==> config.mk <==
export PLATFORM = sky130hd
export DESIGN_NAME = gpio_in_filter
export DESIGN_NICKNAME = d
export VERILOG_FILES = /design/src/rtl/gpio_in_filter.sv
export SDC_FILE = /design/constraint.sdc
export NUM_CORES = 1
export LEC_CHECK = 0
export CORE_ASPECT_RATIO = 2
export CORE_MARGIN = 2
export CORE_UTILIZATION = 50
export DETAILED_ROUTE_END_ITERATION = 12
export HOLD_SLACK_MARGIN = 0.06
export PLACE_DENSITY_LB_ADDON = 0.12
export SLEW_MARGIN = 20
export SYNTH_ARGS = -nofsm -noshare
export SYNTH_HDL_FRONTEND = slang
export SYNTH_SLANG_ARGS = --single-unit
==> constraint.sdc <==
create_clock -name clk_i -period 13.7 [get_ports clk_i]
set_input_delay 2.74 -clock clk_i [delete_from_list [all_inputs] [get_ports clk_i]]
set_output_delay 2.74 -clock clk_i [all_outputs]
set_load 0.01 [all_outputs]
==> src/rtl/gpio_in_filter.sv <==
// GPIO input conditioner: pad synchronizer, per-pin glitch filter, edge pulses and a
// lowest-pin-first valid/ready change reporter.
module gpio_in_filter #(
   parameter int unsigned NumPins    = 32,
   parameter int unsigned SyncStages = 2,
   parameter int unsigned CntWidth   = 8,
   localparam int unsigned PinW      = $clog2(NumPins)
) (
   input  logic                clk_i,
   input  logic                rst_ni,
   input  logic [NumPins-1:0]  pad_din_i,
   input  logic [NumPins-1:0]  filt_en_i,
   input  logic [CntWidth-1:0] filt_thresh_i,
   output logic [NumPins-1:0]  gpio_o,
   output logic [NumPins-1:0]  rise_o,
   output logic [NumPins-1:0]  fall_o,
   output logic                evt_valid_o,
   input  logic                evt_ready_i,
   output logic [PinW-1:0]     evt_pin_o,
   output logic                evt_level_o,
   output logic                evt_lost_o,
   input  logic                evt_lost_clr_i
);

   typedef enum logic {StIdle, StHold} state_e;

   logic [NumPins-1:0]  sync_q [SyncStages];
   logic [NumPins-1:0]  sync_s;
   logic [CntWidth-1:0] cnt_q  [NumPins];
   logic [CntWidth-1:0] cnt_d  [NumPins];
   logic [NumPins-1:0]  gpio_q, gpio_d;
   logic [NumPins-1:0]  rise_q, fall_q;
   logic [NumPins-1:0]  pend_q, pend_d;
   logic [NumPins-1:0]  chg, clr_mask;
   logic                lost_q, lost_d;
   state_e              state_q, state_d;
   logic [PinW-1:0]     pin_q, pin_d;
   logic                level_q, level_d;
   logic [PinW-1:0]     pick_idx;
   logic                pend_any;

   assign sync_s = sync_q[SyncStages-1];

   // Glitch filter: a change is accepted once the counter has reached the threshold.
   always_comb begin
      gpio_d = gpio_q;
      for (int i = 0; i < NumPins; i++) begin
         cnt_d[i] = '0;
         if (!filt_en_i[i]) begin
            gpio_d[i] = sync_s[i];
         end else if (sync_s[i] != gpio_q[i]) begin
            if (cnt_q[i] >= filt_thresh_i) begin
               gpio_d[i] = sync_s[i];
            end else begin
               cnt_d[i] = cnt_q[i] + CntWidth'(1);
            end
         end
      end
   end

   assign chg = gpio_d ^ gpio_q;

   always_comb begin
      pick_idx = '0;
      pend_any = |pend_q;
      for (int i = NumPins - 1; i >= 0; i--) begin
         if (pend_q[i]) begin
            pick_idx = PinW'(i);
         end
      end
   end

   always_comb begin
      state_d  = state_q;
      pin_d    = pin_q;
      level_d  = level_q;
      clr_mask = '0;
      case (state_q)
         StIdle: begin
            if (pend_any) begin
               pin_d              = pick_idx;
               level_d            = gpio_q[pick_idx];
               clr_mask[pick_idx] = 1'b1;
               state_d            = StHold;
            end
         end
         StHold: begin
            if (evt_ready_i) begin
               if (pend_any) begin
                  pin_d              = pick_idx;
                  level_d            = gpio_q[pick_idx];
                  clr_mask[pick_idx] = 1'b1;
               end else begin
                  state_d = StIdle;
               end
            end
         end
         default: state_d = StIdle;
      endcase
   end

   // A new change wins over the capture clear of the same bit.
   assign pend_d = (pend_q & ~clr_mask) | chg;
   assign lost_d = (|(chg & pend_q & ~clr_mask)) | (lost_q & ~evt_lost_clr_i);

   always_ff @(posedge clk_i) begin
      if (!rst_ni) begin
         for (int k = 0; k < SyncStages; k++) begin
            sync_q[k] <= '0;
         end
         for (int i = 0; i < NumPins; i++) begin
            cnt_q[i] <= '0;
         end
         gpio_q  <= '0;
         rise_q  <= '0;
         fall_q  <= '0;
         pend_q  <= '0;
         lost_q  <= 1'b0;
         state_q <= StIdle;
         pin_q   <= '0;
         level_q <= 1'b0;
      end else begin
         sync_q[0] <= pad_din_i;
         for (int k = 1; k < SyncStages; k++) begin
            sync_q[k] <= sync_q[k-1];
         end
         for (int i = 0; i < NumPins; i++) begin
            cnt_q[i] <= cnt_d[i];
         end
         gpio_q  <= gpio_d;
         rise_q  <= gpio_d & ~gpio_q;
         fall_q  <= ~gpio_d & gpio_q;
         pend_q  <= pend_d;
         lost_q  <= lost_d;
         state_q <= state_d;
         pin_q   <= pin_d;
         level_q <= level_d;
      end
   end

   assign gpio_o      = gpio_q;
   assign rise_o      = rise_q;
   assign fall_o      = fall_q;
   assign evt_valid_o = (state_q == StHold);
   assign evt_pin_o   = pin_q;
   assign evt_level_o = level_q;
   assign evt_lost_o  = lost_q;

endmodule

=== Word-level counts from Yosys, hierarchy flattened ===
Memory sizes are Yosys's and may differ from the RTL's.
Cells that the tools add are included.

* Register bits after elaboration: 136
* RAM bits: 320
* Output and inout bits: 104
* Memories: 2

{| class="wikitable"
|+ Memories
! name !! depth !! bits a word !! rd ports !! clocked after memory_dff !! write ports !! line !! source
|-
| cnt_q || 32 || 8 || 32 || 0 || 32 || 29 || <nowiki>logic [CntWidth-1:0] cnt_q [NumPins];</nowiki>
|-
| sync_q || 2 || 32 || 2 || 0 || 2 || 27 || <nowiki>logic [NumPins-1:0] sync_q [SyncStages];</nowiki>
|}

* Add/subtract/negate cells: 32
* Magnitude comparators: 34
* Equal/unequal tests: 33
* Multiplexer cells: 276
* Bitwise logic cells: 48
* Reductions and logical operators: 3

{| class="wikitable"
|+ Operators by type and width
! kind !! count
|-
| 2-to-1 mux 8 bit || 128
|-
| adder 8 x 1 -> 8 bit (second input constant) || 32
|-
| >= comparator 8 bit || 32
|-
| 2-to-1 mux 5 bit || 34
|-
| bitwise AND 32 bit || 5
|-
| 2-to-1 mux 32 bit || 4
|-
| 2-to-1 mux 1 bit || 104
|-
| NOT 32 bit || 3
|-
| one-hot mux 32 bit (2 select lines) || 1
|-
| OR reduction 32 bit || 2
|-
| OR 1 bit || 35
|-
| inequality test 1 bit || 32
|-
| OR 32 bit || 1
|-
| XOR 32 bit || 1
|-
| one-hot mux 5 bit (2 select lines) || 1
|-
| less-than comparator 5 x 6 -> 1 bit (second input constant) || 1
|-
| binary-select mux 1 bit (select 5 bit) || 1
|-
| demux 1 bit (select 5 bit) || 1
|-
| >= comparator 5 x 1 -> 1 bit (second input constant) || 1
|-
| one-hot mux 1 bit (2 select lines) || 2
|-
| inequality test 2 bit (second input constant) || 1
|-
| NOT 1 bit || 2
|-
| bitwise AND 1 bit || 1
|-
| logical AND 1 bit || 1
|}

=== Logic depth before layout (Yosys ltp) ===
Gate-level depths: netlist (run 1).

* Depth after elaboration: 43
* Mapped depth: 21
* Depth with buffers taken out: 21

=== Least setup slack after synthesis (run 1) ===
OpenSTA, ideal clock, no wires.

* Path type: in2reg
* Start point: input port filt_thresh_i[1]
* End point: register lost_q (netlist: evt_lost_o)
* Arrival: 6,823 ps
* Path slack: 6,752 ps
* Stages: 20
* Cell sequence: inv_1 -> ha_1 -> a21o_1 -> a21o_1 -> a21o_1 -> a21o_1 -> a21o_1 -> a21o_1 -> a21oi_1 -> mux2i_1 -> inv_1 -> ha_1 -> o22ai_1 -> o21ai_0 -> o2111ai_1 -> a221oi_1 -> o221ai_1 -> nor4_1 -> nand4_1 -> o41a_1

* Word-level cells in the longest chain between the ends: 9
* Elaborated cells between the ends (all ways): 133

{| class="wikitable"
|+ Ends and longest elaborated chain
! what !! line !! source
|-
| start: declaration || 13 || <nowiki>input logic [CntWidth-1:0] filt_thresh_i,</nowiki>
|-
| >= comparator 8 bit || 52 || <nowiki>if (cnt_q[i] >= filt_thresh_i) begin</nowiki>
|-
| 2-to-1 mux 1 bit || 52 ||
|-
| 2-to-1 mux 1 bit || 51 || <nowiki>end else if (sync_s[i] != gpio_q[i]) begin</nowiki>
|-
| 2-to-1 mux 1 bit || 49 || <nowiki>if (!filt_en_i[i]) begin</nowiki>
|-
| named net gpio_d[3] || 31 || <nowiki>logic [NumPins-1:0] gpio_q, gpio_d;</nowiki>
|-
| XOR 32 bit || 61 || <nowiki>assign chg = gpio_d ^ gpio_q;</nowiki>
|-
| bitwise AND 32 bit (2 in a row) || 104 || <nowiki>assign lost_d = (|(chg & pend_q & ~clr_mask)) | (lost_q & ~evt_lost_clr_i);</nowiki>
|-
| OR reduction 32 bit || 104 ||
|-
| OR 1 bit || 104 ||
|-
| end signal: assignment || 134 || <nowiki>lost_q <= lost_d;</nowiki>
|-
| end: declaration || 35 || <nowiki>logic lost_q, lost_d;</nowiki>
|}

The timed path passes the listed nets, and every way through them passes these cells.
A chain may end at the register's enable or synchronous reset.

=== Worst setup path after layout (run 1) ===
Ends and elaborated chain as after synthesis.

==> results of run 1 <==
[per-stage QoR]
step / power, mW / area, um^2
finish: 3.122 / 27560
global route: 3.239 / 27560
CTS: 3.161 / 27560
detailed placement: 1.756 / 25900
global placement: 1.753 / 25900
floorplan: 1.614 / 23370
[cells in the final DEF (no fill, tap or decap), drive strengths merged, types with 3 or more instances in the layout]
master and n:
xor2 170, and3 58, nand2b 78, nand2 27, a21boi 32, or2 3, xnor2 54, and2 131
bufinv 11, buf 14, mux2i 39, nor4 10, o21ai 31, clkdlybuf4s50 177, clkbuf 58, a221oi 3
a21o 195, nor3 11, ha 352, or4 8, o31ai 14, o22ai 7, dfxtp 456, a211oi 6
clkinv 7, a21oi 46, nand3 176, nor2 285, nor2b 39, o221ai 3, inv 150
[state kept, by name, summed over array words and instances, names as in the netlist]
| name | count |
|---|---|
| evt_pin_o | 5 |
| cnt_q | 256 |
| pend_q | 32 |
| evt_level_o | 1 |
| fall_o | 32 |
| rise_o | 32 |
| evt_valid_o | 1 |
| gpio_o | 32 |
| evt_lost_o | 1 |
| sync_q | 64 |
[routing by layer]
metal	part of all wire, %	global-route usage [%]	vias to the layer above	routed length (um)
li1	-	-	8744	-
met1	46	29.67	7842	25140
met2	47	37.92	335	25580
met3	4.5	3.227	85	2441
met4	2.7	6.721	0	1456
met5	0	0	-	0
[worst max-delay path by stage]
stage / depth (start not counted) / to / from / slack (ns)
floorplan: 20 / evt_lost_o / filt_thresh_i[1] / 6.75
finish: 22 / evt_lost_o / filt_thresh_i[1] / 6.43
detailed placement: 22 / evt_lost_o / filt_thresh_i[1] / 5.93
global route: 22 / evt_lost_o / filt_thresh_i[1] / 6.09
CTS: 22 / evt_lost_o / filt_thresh_i[1] / 6.46
global placement: 22 / evt_lost_o / filt_thresh_i[1] / 5.99
[critical path: cells and delay by family]
kind | cells | cell delay, ns
compound gates | 13 | 2.57
buf+inv | 4 | 1.01
fa+ha+maj | 2 | 0.66
simple gates | 2 | 0.35
mux | 1 | 0.32
[where the power goes]
group | switching [mW] | internal [mW]
sequential | 0.0276 | 1.35
clock | 0.531 | 0.861
combinational | 0.207 | 0.141
[cell type report]
type	count	area share [%]
Multi-Input combinational cell	1808	49.16
Sequential cell	456	33.12
Timing Repair Buffer	191	6.813
Clock buffer	58	4.626
Tap cell	627	2.846
Inverter	149	2.029
Clock inverter	21	1.412
[cell families (layout without fill, tap and decap cells)]
family | count (synthesis) | in the layout
AND/OR/NAND/NOR | 834 | 834
flip-flops | 456 | 456
AO/OA/AOI/OAI | 359 | 359
adder cells (fa/ha/maj) | 352 | 352
XOR/XNOR | 224 | 224
buffers and inverters | 183 | 419
multiplexers | 39 | 39
==> qor.yml, run 1 <==
run_status:
  status: "finished, final reports clean"
route:
  first_iter_violations: 715
  first_pass_iters: 7
  drt-vias-per-instance: 5.138
  drc_errors: 0
  wl_per_cell_um: 16.50
  dr_total_vias: 17006
  wl_mm: 54.61
  ant_nets: 0
layout:
  layout.cells.non_filler: 3310
  area_growth_pct: 17.94
  final_util_pct: 59.42
  nets: 3077
  antenna_cells: 0
  drive_gt1_share_pct: 4.063
  seqCellArea_um2: 9129
  multiInputGateArea_um2: 13550
  fillCellCount: 4113
timing:
  fmax_ghz: 0.1375
  slew_headroom_pct: 30.09
  finalHoldViolations: 0
  finalSetupViolCount: 0
  tightest_slew_ns: 1.049
  rsz0062_at_grt: "no"
  hold_ws_ns: 0.4273
  finClkSkew_ns: 0.01152
  fin_crit_ns: 7.272
  final.setup.worst_slack_ns: 6.428
  maxSlewViolCount: 0
  final.setup.tns_ns: 0
  fin_crit_sh_pct: 53.08
critical_path:
  critPathRequiredTime_ns: 14.14
  slowest_stage: "buf_4"
  rr_endpoint: "evt_lost_o"
  crit_top_cell: "a21o_1"
  start_kind: "input port"
  cp_data_arrival_time_ns: 7.72
  worstSetupPathType: "input port to flip-flop"
  r2r-start: "cnt_q[0][24]"
  rr_worst_depth: 21
  path_cells: "clkdlybuf4s50_1 > inv_2 > buf_4 > ha_1 > a21o_1 > a21o_1 > a21o_1 > a21o_1 > a21o_1 > a21o_1 > a21oi_1 > mux2i_1 > inv_1 > ha_1 > o22ai_1 > o21ai_0 > o2111ai_1 > a221oi_1 > o221ai_1 > nor4_1 > nand4_1 > o41a_1"
  r2r_setup_slack_ns: 8.99
  cpPeakStageDelay_ns: 0.47
  end_kind: "flip-flop"
  critPathMaxFanout: 32
power:
  pwr_density_cell_nw_per_um2: 113.3
  p_leak_nw: 13.29
  vdd_ir_drop_max_mv: 0.1099
run:
  cap_violations: 0
clock_tree:
  cts_tree: "yes"
  clkLatencyLatePin_ns: 0.56
  clock-root-buffer: "clkbuf_16"
  cts.htree.levels: 2
  cts-hold-fix-buffers: 0
  cts.clk_slew.worst_paths_ns: 0.07
  postCtsSetupRepairBufs: 0
  cts_buffers: 43
  cts_sinks: 456
  clk_path_buf_depth: 3
  post_cts_resized: 0
global_route:
  antenna_found_initial: 0
  gr-total-overflow: 0
  grt_pass1_vias: 16351
  grt_max_degree: 93
  grt_first_pass_wirelength_mm: 86.41
  grtUsageTotal_pct: 22.48
floorplan:
  dieHeight_um: 309.8
  core_um2: 46380
  die_area_um2: 48590
  start_util_pct: 50.39
  die_x_um: 156.9
  rows: 112
  ioPinCount: 180
yosys:
  synthAdderAreaFrac_pct: 18.84
  synth.area.mux_share_pct: 1.670
  syn_area_um2: 23370
  yosys.area_share.simple_pct: 18.16
  synth_top_cell_area_share_pct: 39.06
  syn_nets: 2875
  synth_commonest_cells: "456 x dfxtp_1, 352 x ha_1, 283 x nor2_1"
  synth_xor_area_share_pct: 8.394
  synth.area.top_cells: "dfxtp_1 39%, ha_1 19%, xor2_1 6.4%, a21o_1 6.3%, nor2_1 4.5%"
  synth_top_family_by_area: "adder cells"
  yosysSeqAreaShare_pct: 39.06
  yosysWarningCount: 0
  synthFlopType: "dfxtp_1"
  yosys.cell_count.top_type: "dfxtp_1"
  ys_seq_elements: 456
  syn_inst: 2447
  synth.distinct_cells: 60
  synth_edf_count: 0
  avgSynthCellArea_um2: 9.551
  synth_top_area_cell: "dfxtp_1"
  synth_compound_area_share_pct: 10.88
  ys_async_sr_fraction_pct: 0
hold_path:
  holdPathStages: 1
  hold_path.class: "flip-flop to flip-flop"
  min_from: "sync_q[0][14]"
  worstHoldEndpoint: "sync_q[0][46]"
placement:
  hpwl_mm: 37.65
  gp_congestion: 0.9004
  dpl_worst_slack_ns: 5.931
  portBuffers: 179
  post-place-cells: 3231
Power figures use the tool's default switching activity.
==> run 2: changes to the inputs <==
clock period = 6.3 ns   (was 13.7 ns; I/O delays follow)
==> run 2 against run 1 <==
- clock power increased by 88%
- utilization decreased by 0.28 points
- via count is 0.66% higher
- final cell count rose by 0.45%
- global-route usage grew 1.2 points
- worst setup slack lost 5.6 ns
- critical endpoint unchanged
- largest cell class unchanged
==> qor.yml, run 2 (same netlist as run 1, synthesis figures left out) <==
timing:
  finalHoldViolations: 0
  final.setup.tns_ns: 0
  rsz0062_at_grt: "no"
  finClkSkew_ns: 0.01640
  tightest_slew_ns: 0.8316
  fin_crit_ns: 5.487
  finalSetupViolCount: 0
  fin_crit_sh_pct: 87.09
  fmax_ghz: 0.1823
  maxSlewViolCount: 0
  hold_ws_ns: 0.4294
  slew_headroom_pct: 44.56
layout:
  nets: 3093
  final_util_pct: 59.14
  largest_register: "cnt_q"
  drive_gt1_share_pct: 4.448
  final_common_cell: "dfxtp_1"
  seqCellArea_um2: 9129
  most-common-layout-cells: "456 x dfxtp_1, 352 x ha_1, 283 x nor2_1, 195 x a21o_1, 177 x clkdlybuf4s50_1"
  largest_register_ffs: 256
  fillCellCount: 4057
  antenna_cells: 0
  area_growth_pct: 17.38
  multiInputGateArea_um2: 13550
  fin_area_um2: 27430
  layout.cells.non_filler: 3325
  largestRegisters: "cnt_q x256, sync_q x64"
floorplan:
  dieHeight_um: 309.8
  die_area_um2: 48590
  core_um2: 46380
  rows: 112
  start_util_pct: 50.39
  ioPinCount: 180
  die_x_um: 156.9
placement:
  gp_congestion: 0.9530
  place_area_um2: 26030
  post-place-cells: 3247
  hpwl_mm: 41.98
  portBuffers: 179
critical_path:
  crit_top_cell: "a21o_1"
  start_kind: "input port"
  critPathRequiredTime_ns: 6.75
  cpPeakStageDelay_ns: 0.43
  cp_top_family: "compound AO/OA/AOI/OAI gates"
  slowest_stage: "o41a_1"
  critPathMaxFanout: 14
  worstSetupPathType: "input port to flip-flop"
  path_cells: "clkdlybuf4s50_1 > inv_2 > ha_1 > a21o_1 > a21o_1 > a21o_1 > a21o_1 > a21o_1 > a21o_1 > a21oi_1 > mux2i_1 > inv_1 > ha_1 > nor2b_1 > o21ai_0 > o2111ai_1 > a221oi_1 > o221ai_1 > nor4_1 > nand4_1 > o41a_1"
  end_kind: "flip-flop"
  crit_buf_inv: 3
  cp_data_arrival_time_ns: 5.94
clock_tree:
  cts_tree: "yes"
  clk_path_buf_depth: 3
  cts.clk_slew.worst_paths_ns: 0.07
  post_cts_resized: 0
  cts_buffers: 43
  postCtsSetupRepairBufs: 0
  cts.htree.levels: 2
  clkLatencyLatePin_ns: 0.57
  cts_sinks: 456
  clock-root-buffer: "clkbuf_16"
  cts-hold-fix-buffers: 0
power:
  pwr_density_cell_nw_per_um2: 233.0
  vdd_ir_drop_max_mv: 0.1910
  p_leak_nw: 13.25
route:
  ant_nets: 0
  dr_total_vias: 17119
  first_iter_violations: 841
  wl_per_cell_um: 17.18
  first_pass_iters: 5
  wl_mm: 57.11
  drc_errors: 0
  drt-vias-per-instance: 5.149
hold_path:
  hold_path.class: "flip-flop to flip-flop"
global_route:
  antenna_found_initial: 0
  grt_first_pass_wirelength_mm: 89.90
  grt_pass1_vias: 16558
  grt_max_degree: 122
  grtUsageTotal_pct: 23.64
  gr-total-overflow: 0
run_status:
  status: "finished, final reports clean"
run:
  cap_violations: 0
[run 2: through the flow]
| stage | power (mW) | setup WS, ns |
|---|---|---|
| 2_1_floorplan | 3.509 | 0.8322 |
| 3_3_place_gp | 3.823 | 0.3454 |
| 3_5_place_dp | 3.828 | 0.2498 |
| 4_1_cts | 6.463 | 0.8527 |
| 5_1_grt | 6.641 | 0.4842 |
| 6_report | 6.393 | 0.8130 |
[run 2: final cells by class]
cell class                 instances  share of cell area, %
sequential                       456                  33.28
tap                              627                  2.860
clock buffer                      58                  4.502
multi-input combinational       1808                  49.39
timing repair buffer             207                  7.330
inverter                         149                  2.039
clock inverter                    20                 0.6021
[run 2: final timing paths]
| path | cells after the start | start | end | slack (ns) |
|---|---|---|---|---|
| setup / recovery | 21 | filt_thresh_i[1] | evt_lost_o | 0.81 |
| hold / removal | 1 | sync_q[0][23] | sync_q[0][55] | 0.43 |
| setup reg to reg | 21 | cnt_q[0][24] | evt_lost_o | 1.68 |
| hold reg to reg | 1 | sync_q[0][23] | sync_q[0][55] | 0.43 |
[run 2: report_power, final]
group	leakage, nW	internal [mW]	switching (mW)	total [mW]
sequential	3.70	2.95	0.0618	3.01
combinational	8.85	0.313	0.451	0.764
clock	0.694	1.46	1.16	2.62
total	13.2	4.72	1.67	6.39
[run 2: worst reg2reg max path: cells and delay by family (launching register included)]
| family | cells | cell delay [ns] |
|---|---|---|
| AND/OR/NAND/NOR | 3 | 0.46 |
| buffers and inverters | 2 | 0.14 |
| AO/OA/AOI/OAI | 13 | 2.58 |
| flip-flops | 1 | 0.43 |
| multiplexers | 1 | 0.31 |
| adder cells (fa/ha/maj) | 2 | 0.58 |
[run 2: metal layers]
layer | track usage [%] | vias up | part of all wire (%)
li1 | - | 8772 | -
met1 | 30.17 | 7859 | 45
met2 | 39.43 | 381 | 46
met3 | 3.716 | 107 | 4.8
met4 | 10.03 | 0 | 4.2
met5 | 0 | - | 0
==> run 3: changes to the inputs <==
CTS_CLUSTER_SIZE = 10   (was unset)
==> run 3 against run 2 <==
- global-route usage is 0.061 points higher
- clock skew is 0.0053 ns lower
- final cell count is 0.66% lower
- total power is 0.37% lower
- hold slack hardly changed
- count of clock-buffer cells in the layout is 2 lower
- non-clock buffer count stayed put
- combinational power hardly changed
- utilization is 0.11 points lower
- sequential share of layout area is 0.064 points higher
- critical path type unchanged
- largest cell class unchanged
- largest power group unchanged
==> qor.yml, run 3 (same netlist as run 1, synthesis figures left out) <==
route:
  drt-vias-per-instance: 5.188
  met1_length_mm: 25.49
  drc_errors: 0
  first_iter_violations: 971
  top_layer_used: "met4"
  wl_per_cell_um: 17.33
  dr_total_vias: 17135
  wl_mm: 57.23
  wl_met2_mm: 26.55
  ant_nets: 0
  met3WireLength_mm: 2.776
  first_pass_iters: 5
clock_tree:
  cts-hold-fix-buffers: 0
  cts.htree.levels: 2
  cts_tree: "yes"
  clock-root-buffer: "clkbuf_16"
  cts.clk_slew.worst_paths_ns: 0.06
  post_cts_resized: 0
  clk_path_buf_depth: 3
  postCtsSetupRepairBufs: 0
  cts_sinks: 456
  clkLatencyLatePin_ns: 0.58
  cts_buffers: 51
timing:
  slew_headroom_pct: 43.17
  final.setup.tns_ns: 0
  finClkSkew_ns: 0.01106
  maxSlewViolCount: 0
  finalHoldViolations: 0
  tightest_slew_ns: 0.8525
  rsz0062_at_grt: "no"
  fin_crit_sh_pct: 87.05
  fin_crit_ns: 5.484
  finalSetupViolCount: 0
  fmax_ghz: 0.1823
floorplan:
  start_util_pct: 50.39
  rows: 112
  die_x_um: 156.9
  core_um2: 46380
  ioPinCount: 180
  die_area_um2: 48590
  dieHeight_um: 309.8
layout:
  largest_register: "cnt_q"
  nets: 3101
  most-common-layout-cells: "456 x dfxtp_1, 352 x ha_1, 283 x nor2_1, 195 x a21o_1, 177 x clkdlybuf4s50_1"
  final_common_cell: "dfxtp_1"
  antenna_cells: 0
  largestRegisters: "cnt_q x256, sync_q x64"
  largest_register_ffs: 256
  area_growth_pct: 17.15
  drive_gt1_share_pct: 3.849
  layout.cells.non_filler: 3303
critical_path:
  end_kind: "flip-flop"
  start_kind: "input port"
  r2r_setup_slack_ns: 1.67
  worstSetupPathType: "input port to flip-flop"
  critPathMaxFanout: 14
  cp_data_arrival_time_ns: 5.94
  critPathRequiredTime_ns: 6.75
global_route:
  grt_max_degree: 122
  grt_pass1_vias: 16554
  antenna_found_initial: 0
  gr-total-overflow: 0
  grt_first_pass_wirelength_mm: 90.12
  grtUsageTotal_pct: 23.70
placement:
  post-place-cells: 3247
  portBuffers: 179
  gp_congestion: 0.9530
  hpwl_mm: 41.98
run_status:
  status: "finished, final reports clean"
run:
  cap_violations: 0
hold_path:
  hold_path.class: "flip-flop to flip-flop"
power:
  pwr_density_cell_nw_per_um2: 232.6
  p_leak_nw: 13.21
  vdd_ir_drop_max_mv: 0.2008
==> run 3: cell count changes in the layout (fill, tap and decap cells not counted), sizes merged <==
cell      before  now
bufinv         2    0
clkbuf        58   56
clkinv        14    0
clkinvlp       3    0
inv          150  149
==> run 3: area by class of cell <==
| class | instances | area (um^2) |
|---|---|---|
| Clock buffer | 56 | 1348 |
| Fill cell | 4050 | 19000 |
| Inverter | 149 | 559.3 |
| Tap cell | 627 | 784.5 |
| Timing Repair Buffer | 207 | 2011 |
| Sequential cell | 456 | 9129 |
| Multi-Input combinational cell | 1808 | 13550 |
==> run 3: through the flow <==
step	hold WS [ns]	worst slack [ns]	area [um^2]	util, %	power [mW]
floorplan	0.4119	0.8322	23370	-	3.509
global placement	0.4156	0.3454	26030	56.12	3.823
detailed placement	0.4169	0.2498	26030	56.12	3.828
CTS	0.4332	0.8479	27380	59.03	6.442
global route	0.4414	0.5117	27380	59.03	6.626
finish	0.4299	0.8158	27380	59.03	6.369
==> run 3: path summary, 6_finish.rpt <==
kind,from,endpoint,depth (start not counted)
worst max-delay path,filt_thresh_i[1],evt_lost_o,21
worst max register to register,cnt_q[0][24],evt_lost_o,21
worst min-delay path,sync_q[0][7],sync_q[0][39],1
worst min register to register,sync_q[0][7],sync_q[0][39],1
==> run 3: where the power goes <==
group	switching (mW)	internal [mW]
sequential	0.0618	2.95
clock	1.11	1.48
combinational	0.452	0.313
total	1.63	4.74
==> run 3: metal layers <==
metal	track usage, %	vias up
li1	-	8756
met5	0	-
met1	30.29	7845
met4	9.857	0
met3	3.827	112
met2	39.50	422
==> run 3: worst max-delay path, stage by stage <==
cell	delay [ns]
clkdlybuf4s50_1	0.42
inv_2	0.32
ha_1	0.31
a21o_1	0.15
a21o_1	0.16
a21o_1	0.17
a21o_1	0.17
a21o_1	0.17
a21o_1	0.17
a21oi_1	0.21
mux2i_1	0.32
inv_1	0.08
ha_1	0.32
nand2b_1	0.17
nand2b_1	0.13
o2111ai_1	0.11
a221oi_1	0.32
o221ai_1	0.21
nor4_1	0.20
nand4_1	0.13
o41a_1	0.43
